**src/rtl/serial_frame_receiver.sv**
```systemverilog
// Serial frame receiver: start bit, DATA_W data bits LSB first, optional parity, stop bit.
// Sampled only on bit_en strobes; the word and its status are presented as registered pulses.
module serial_frame_receiver #(
   parameter int unsigned DATA_W     = 8,
   parameter int unsigned PARITY_EN  = 1,
   parameter int unsigned PARITY_ODD = 0
) (
   input  logic              clk,
   input  logic              rst,
   input  logic              sin,
   input  logic              bit_en,
   output logic [DATA_W-1:0] data_out,
   output logic              valid,
   output logic              parity_err,
   output logic              frame_err,
   output logic              busy
);

   localparam int unsigned     CNT_W    = $clog2(DATA_W);
   localparam logic [CNT_W-1:0] CNT_LAST = CNT_W'(DATA_W - 32'd1);

   localparam logic [1:0] ST_IDLE   = 2'd0;
   localparam logic [1:0] ST_DATA   = 2'd1;
   localparam logic [1:0] ST_PARITY = 2'd2;
   localparam logic [1:0] ST_STOP   = 2'd3;

   // Combined parity of the received word and the received parity bit.
   function automatic logic calc_parity(input logic [DATA_W-1:0] word, input logic rx_par);
      return (^word) ^ rx_par;
   endfunction

   logic [1:0]        state_r, state_nxt_s;
   logic [CNT_W-1:0]  cnt_r, cnt_nxt_s;
   logic [DATA_W-1:0] shift_r, shift_nxt_s;
   logic              par_bit_r, par_bit_nxt_s;
   logic [DATA_W-1:0] data_r, data_nxt_s;
   logic              valid_r, valid_nxt_s;
   logic              perr_r, perr_nxt_s;
   logic              ferr_r, ferr_nxt_s;
   logic              busy_r;

   // Next-state and pulse computation; everything holds unless bit_en strobes.
   always_comb begin
      state_nxt_s   = state_r;
      cnt_nxt_s     = cnt_r;
      shift_nxt_s   = shift_r;
      par_bit_nxt_s = par_bit_r;
      data_nxt_s    = data_r;
      valid_nxt_s   = 1'b0;
      perr_nxt_s    = 1'b0;
      ferr_nxt_s    = 1'b0;
      if (bit_en) begin
         case (state_r)
            ST_IDLE: begin
               if (!sin) begin
                  state_nxt_s = ST_DATA;
                  cnt_nxt_s   = '0;
               end else begin
                  state_nxt_s = ST_IDLE;
               end
            end
            ST_DATA: begin
               shift_nxt_s = {sin, shift_r[DATA_W-1:1]};
               if (cnt_r == CNT_LAST) begin
                  cnt_nxt_s   = '0;
                  state_nxt_s = (PARITY_EN != 32'd0) ? ST_PARITY : ST_STOP;
               end else begin
                  cnt_nxt_s   = cnt_r + CNT_W'(1'b1);
               end
            end
            ST_PARITY: begin
               par_bit_nxt_s = sin;
               state_nxt_s   = ST_STOP;
            end
            ST_STOP: begin
               // A 0 stop bit ends the frame; it is not reused as the next start bit.
               if (sin) begin
                  data_nxt_s  = shift_r;
                  valid_nxt_s = 1'b1;
                  perr_nxt_s  = (PARITY_EN != 32'd0) &&
                                (calc_parity(shift_r, par_bit_r) != (PARITY_ODD != 32'd0));
               end else begin
                  ferr_nxt_s  = 1'b1;
               end
               state_nxt_s = ST_IDLE;
            end
            default: begin
               state_nxt_s = ST_IDLE;
               cnt_nxt_s   = '0;
            end
         endcase
      end else begin
         state_nxt_s = state_r;
      end
   end

   // State and registered outputs, cleared asynchronously by rst.
   always_ff @(posedge clk or posedge rst) begin
      if (rst) begin
         state_r   <= ST_IDLE;
         cnt_r     <= '0;
         shift_r   <= '0;
         par_bit_r <= 1'b0;
         data_r    <= '0;
         valid_r   <= 1'b0;
         perr_r    <= 1'b0;
         ferr_r    <= 1'b0;
         busy_r    <= 1'b0;
      end else begin
         state_r   <= state_nxt_s;
         cnt_r     <= cnt_nxt_s;
         shift_r   <= shift_nxt_s;
         par_bit_r <= par_bit_nxt_s;
         data_r    <= data_nxt_s;
         valid_r   <= valid_nxt_s;
         perr_r    <= perr_nxt_s;
         ferr_r    <= ferr_nxt_s;
         busy_r    <= (state_nxt_s != ST_IDLE);
      end
   end

   assign data_out   = data_r;
   assign valid      = valid_r;
   assign parity_err = perr_r;
   assign frame_err  = ferr_r;
   assign busy       = busy_r;

endmodule

```
**config.mk**
```make
export PLATFORM = sky130hd
export DESIGN_NAME = serial_frame_receiver
export DESIGN_NICKNAME = d
export VERILOG_FILES = /design/src/rtl/serial_frame_receiver.sv
export SDC_FILE = /design/constraint.sdc
export NUM_CORES = 1
export LEC_CHECK = 0
export CAP_MARGIN = 20
export CELL_PAD_IN_SITES_DETAIL_PLACEMENT = 0
export CELL_PAD_IN_SITES_GLOBAL_PLACEMENT = 2
export CORE_MARGIN = 3
export CORE_UTILIZATION = 34
export DETAILED_ROUTE_END_ITERATION = 7
export HOLD_SLACK_MARGIN = 0.12
export PLACE_DENSITY_LB_ADDON = 0.1
export SLEW_MARGIN = 20
export SYNTH_ARGS = -nofsm -noshare
export SYNTH_HDL_FRONTEND = slang
export SYNTH_SLANG_ARGS = --single-unit
```
**constraint.sdc**
```tcl
create_clock -name clk -period 1.8 [get_ports clk]
set_input_delay 0.36 -clock clk [delete_from_list [all_inputs] [get_ports clk]]
set_output_delay 0.36 -clock clk [all_outputs]
set_load 0.03 [all_outputs]
```
# --- Yosys cells after proc, flatten, opt, wreduce, memory -nomap -nowiden ---
# Cells that the tools add are included.
classes:
  n_addsub: 1
  eq_ne: 5
  n_mux: 16
  bitwise: 1
  n_reduce_logical: 8
op_table:
  columns: ["op", "count"]
  rows:
  - ["$mux 1", 10]
  - ["$pmux 2 s4", 1]
  - ["$reduce_xor 8->1", 1]
  - ["$mux 3", 2]
  - ["$pmux 3 s2", 1]
  - ["$reduce_and 3->1", 2]
  - ["$eq 2x2->1 const B", 2]
  - ["$mux 2", 2]
  - ["$reduce_and 2->1", 2]
  - ["$reduce_bool 2->1", 2]
  - ["$add 3x1->3 const B", 1]
  - ["$eq 3x3->1 const B", 1]
  - ["$eq 2x1->1 const B", 1]
  - ["$logic_not 2->1", 1]
  - ["$ne 2x2->1 const B", 1]
  - ["$xor 1x1->1", 1]
word_totals:
  ff_bits: 26
  in_bits: 4

# --- Depth between registers and ports, before layout ---
logic_depth:
  word_depth: 5
  depth_mapped: 5

# --- Least setup slack after synthesis ---
# Ideal clock, no wire load.
synth_path:
  path_kind: "register -> register"
  start: "reg state_r[0]"
  end: "reg shift_r[7]"
  arrival_ps: 1154
  t_required_ps: 1675
  slack_ps: 522
  path_stages_with_launch: 6
  path_buffers: 2
  period_less_slack_ps: 1278
  cell_sequence: "dfrtp_1 -> buf_2 -> nand2_1 -> nor2_1 -> buf_4 -> mux2_2"
synth_between:
  elab_chain_len: 2
synth_rtl:
  columns: ["item", "line_no", "source"]
  rows:
  - ["start, declared", "32", "logic [1:0] state_r, state_nxt_s;"]
  - ["start signal, assigned", "110", "state_r <= state_nxt_s;"]
  - ["$eq 2x1->1", "53", "case (state_r)"]
  - ["$reduce_and 2->1 (no line)", null, null]
  - ["end signal, assigned", "112", "shift_r <= shift_nxt_s;"]
  - ["end, declared", "34", "logic [DATA_W-1:0] shift_r, shift_nxt_s;"]
# No other way between the ends.
# A chain may end at the register's enable or synchronous reset.

# --- Final worst setup path ---
layout_path:
  start: "reg data_r[5] (netlist: data_out[5])"
  end: "out data_out[5]"
layout_lines:
  columns: ["item", "line_no", "source"]
  rows:
  - ["start, declared", "36", "logic [DATA_W-1:0] data_r, data_nxt_s;"]
  - ["start signal, assigned", "114", "data_r <= data_nxt_s;"]
  - ["end, declared", "12", "output logic [DATA_W-1:0] data_out,"]
# No word-level cell between the ends.

==> results.json <==
{
  "outcome": "completed",
  "synth_fp_nets": 101,
  "end_kind": "output pin",
  "die_w_um": 63.01,
  "tritoncts": "done",
  "dieArea_um2": 3970,
  "finalPower_w": 0.002304,
  "drv_slew": 0,
  "insertion_delay_ns": 0.33,
  "cts.sinks": 26,
  "yosysUniqueCellTypes": 22,
  "area_growth_pct": 26.27,
  "die_y_um": 63.01,
  "setup_viol": 0,
  "critical_path_class": "reg -> out",
  "mostFrequentLayoutCells": "nand2_1, dfrtp_1, clkdlybuf4s50_1",
  "rows": 20,
  "register_area_um2": 650.6,
  "holdCritPathClass": "in -> async",
  "antenna_cells": 0,
  "drive_above_1_share": 0.1624,
  "r2r-start": "state_r[0]$_DFF_PP0_",
  "critical_path_arrival_ns": 1.37,
  "startpoint_type": "flip-flop",
  "wirelength_um": 1950,
  "placed_area_um2": 1338,
  "r2r_slack_ns": 0.43,
  "initial_core_util": 0.3589,
  "slew_headroom": 0.7639,
  "crit_family": "buffers and inverters",
  "reg2reg_to": "shift_r[7]$_DFFE_PP0P_",
  "grt_pass1_wl_um": 3436,
  "fmax_ghz": 0.5777,
  "rsz0062_at_grt": "false",
  "num_vias": 726,
  "grt_usage": 0.1095,
  "cpPeakStageDelay_ns": 0.67,
  "syn-mean-instance-area_um2": 11.63,
  "antenna_found_initial": 0,
  "multi_input_area_um2": 425.4,
  "grt_pass1_vias": 725,
  "ys_warn_count": 0,
  "final_common_cell": "nand2_1",
  "critical_path.slowest_cell": "clkdlybuf4s50_1",
  "hpwl_um": 1410,
  "worstPathBufferInverterCount": 1,
  "finalSetupTns_ns": 0,
  "ant_nets": 0,
  "fillers": 300,
  "ys_seq_area_frac": 0.5889,
  "final.period_utilization": 0.9616,
  "critPathMaxFanout": 2,
  "drt-pass1-iter-count": 4,
  "grt_max_degree": 27,
  "avgViaCountPerCell": 4.509,
  "cts_buffers": 3,
  "htree_levels": 1,
  "io_buffer_count": 15,
  "clock-skew-final_ns": 0.01003,
  "power_density_nw_per_um2": 1651,
  "power.leakage_nw": 0.7038,
  "fin_area_um2": 1395,
  "worstRegToRegCells": 4,
  "maxCapViolCount": 0,
  "netlist_instances": 95,
  "synth-seq-cells": 26,
  "cts.reportedPaths.clkPinSlew_ns": 0.15,
  "route.detailed.drc": 0,
  "fin_nets": 124,
  "cp.required_ns": 1.44,
  "hold_viol": 0,
  "cts_root_buffer": "clkbuf_4",
  "ios": 16,
  "drt_iter0_drc": 27,
  "whs_ns": 0.3684,
  "syn_area_um2": 1105,
  "finalCriticalPeriod_ns": 1.731,
  "startpoint": "data_out[5]$_DFFE_PP0P_",
  "tightest_slew_ns": 0.3504,
  "core_area_um2": 3078,
  "crit_chain": "clkdlybuf4s50_1",
  "grt-ovfl-total": 0,
  "cts_buffer_depth": 2,
  "ir_worst_vdd_mv": 0.6420,
  "routedWlPerCell_um": 12.11,
  "place_congestion": 0.7447
}
report_power, final:
group | switching, W | total [W] | internal, W
clock network | 0.000181 | 0.000406 | 0.000225
logic | 0.000390 | 0.000919 | 0.000529
registers | 0.000186 | 0.000978 | 0.000792
total | 0.000758 | 0.00230 | 0.00155
tightest hold or removal path: stages:
cell and delay (ns):
clkdlybuf4s50_1 0.40, inv_1 0.05, buf_4 0.31
state kept, by name, summed over array words and instances, names as in the netlist:
name / flops
shift_r: 8
par_bit_r: 1
cnt_r: 3
data_out: 8
frame_err: 1
parity_err: 1
valid: 1
state_r: 2
busy: 1
what timing repair did:
item	CTS	global route
buffers inserted	0	0
resized for setup	0	2
hold buffers	0	0
setup endpoints to repair	0	2
logic make-up (layout without fill, tap and decap cells):
| family | count (synthesis) | after routing | share of synthesized area |
|---|---|---|---|
| simple gates | 38 | 38 | 0.1529 |
| flops | 26 | 26 | 0.5889 |
| compound gates | 9 | 9 | 0.05436 |
| mux | 9 | 9 | 0.09060 |
| buf+inv | 6 | 28 | 0.02605 |
| xor+xnor | 5 | 5 | 0.06455 |
| fa+ha+maj | 2 | 2 | 0.02265 |
stage by stage:
| stage | util | cells | worst slack [ns] |
|---|---|---|---|
| after floorplan | - | 95 | 0.5216 |
| after global placement | 0.4346 | 157 | 0.08163 |
| after detailed placement | 0.4346 | 157 | 0.07358 |
| after CTS | 0.4516 | 161 | 0.04549 |
| after global routing | 0.4533 | 161 | 0.0001996 |
| final | 0.4533 | 161 | 0.06913 |
worst max-delay path by stage:
| stage | endpoint | slack [ns] | cells past startpoint |
|---|---|---|---|
| 3_3_place_gp | data_out[5]$_DFFE_PP0P_ | 0.08 | 6 |
| 4_1_cts | data_out[6] | 0.05 | 1 |
| 3_5_place_dp | data_out[3]$_DFFE_PP0P_ | 0.07 | 6 |
| 2_1_floorplan | shift_r[7]$_DFFE_PP0P_ | 0.52 | 5 |
| 5_1_grt | data_out[5] | 0.0002 | 1 |
| 6_report | data_out[5] | 0.07 | 1 |
synth_stat cells:
cell,number,share of area
a22o_1,3,0.024
buf_2,2,0.0091
buf_4,1,0.0068
clkinv_1,1,0.0034
dfrtp_1,26,0.59
ha_1,2,0.023
inv_1,2,0.0068
mux2_2,8,0.082
mux2i_1,1,0.0091
nand2_1,30,0.10
nand3b_1,1,0.0068
nand4_2,1,0.011
nand4b_1,1,0.0079
nor2_1,2,0.0068
nor2b_1,1,0.0057
nor3b_1,1,0.0068
o2111ai_1,1,0.0079
o21ai_0,5,0.023
or2_1,1,0.0057
xnor2_1,2,0.016
xnor3_1,2,0.041
xor2_1,1,0.0079
routing by layer:
layer | global-route usage | up-vias | part of all wire
met4 | 0.04959 | 0 | 0.0097
met5 | 0 | - | 0
li1 | - | 361 | -
met2 | 0.1700 | 10 | 0.48
met3 | 0.02518 | 4 | 0.032
met1 | 0.1445 | 351 | 0.48
area by class of cell:
class / count / share of cell area
multi-input combinational: 63 / 0.3049
clock buffer: 3 / 0.01614
timing repair buffer: 21 / 0.1435
sequential: 26 / 0.4664
inverter: 3 / 0.008072
tap: 44 / 0.03946
clock inverter: 1 / 0.02152
No activity file was read; power rests on OpenSTA's default activity.
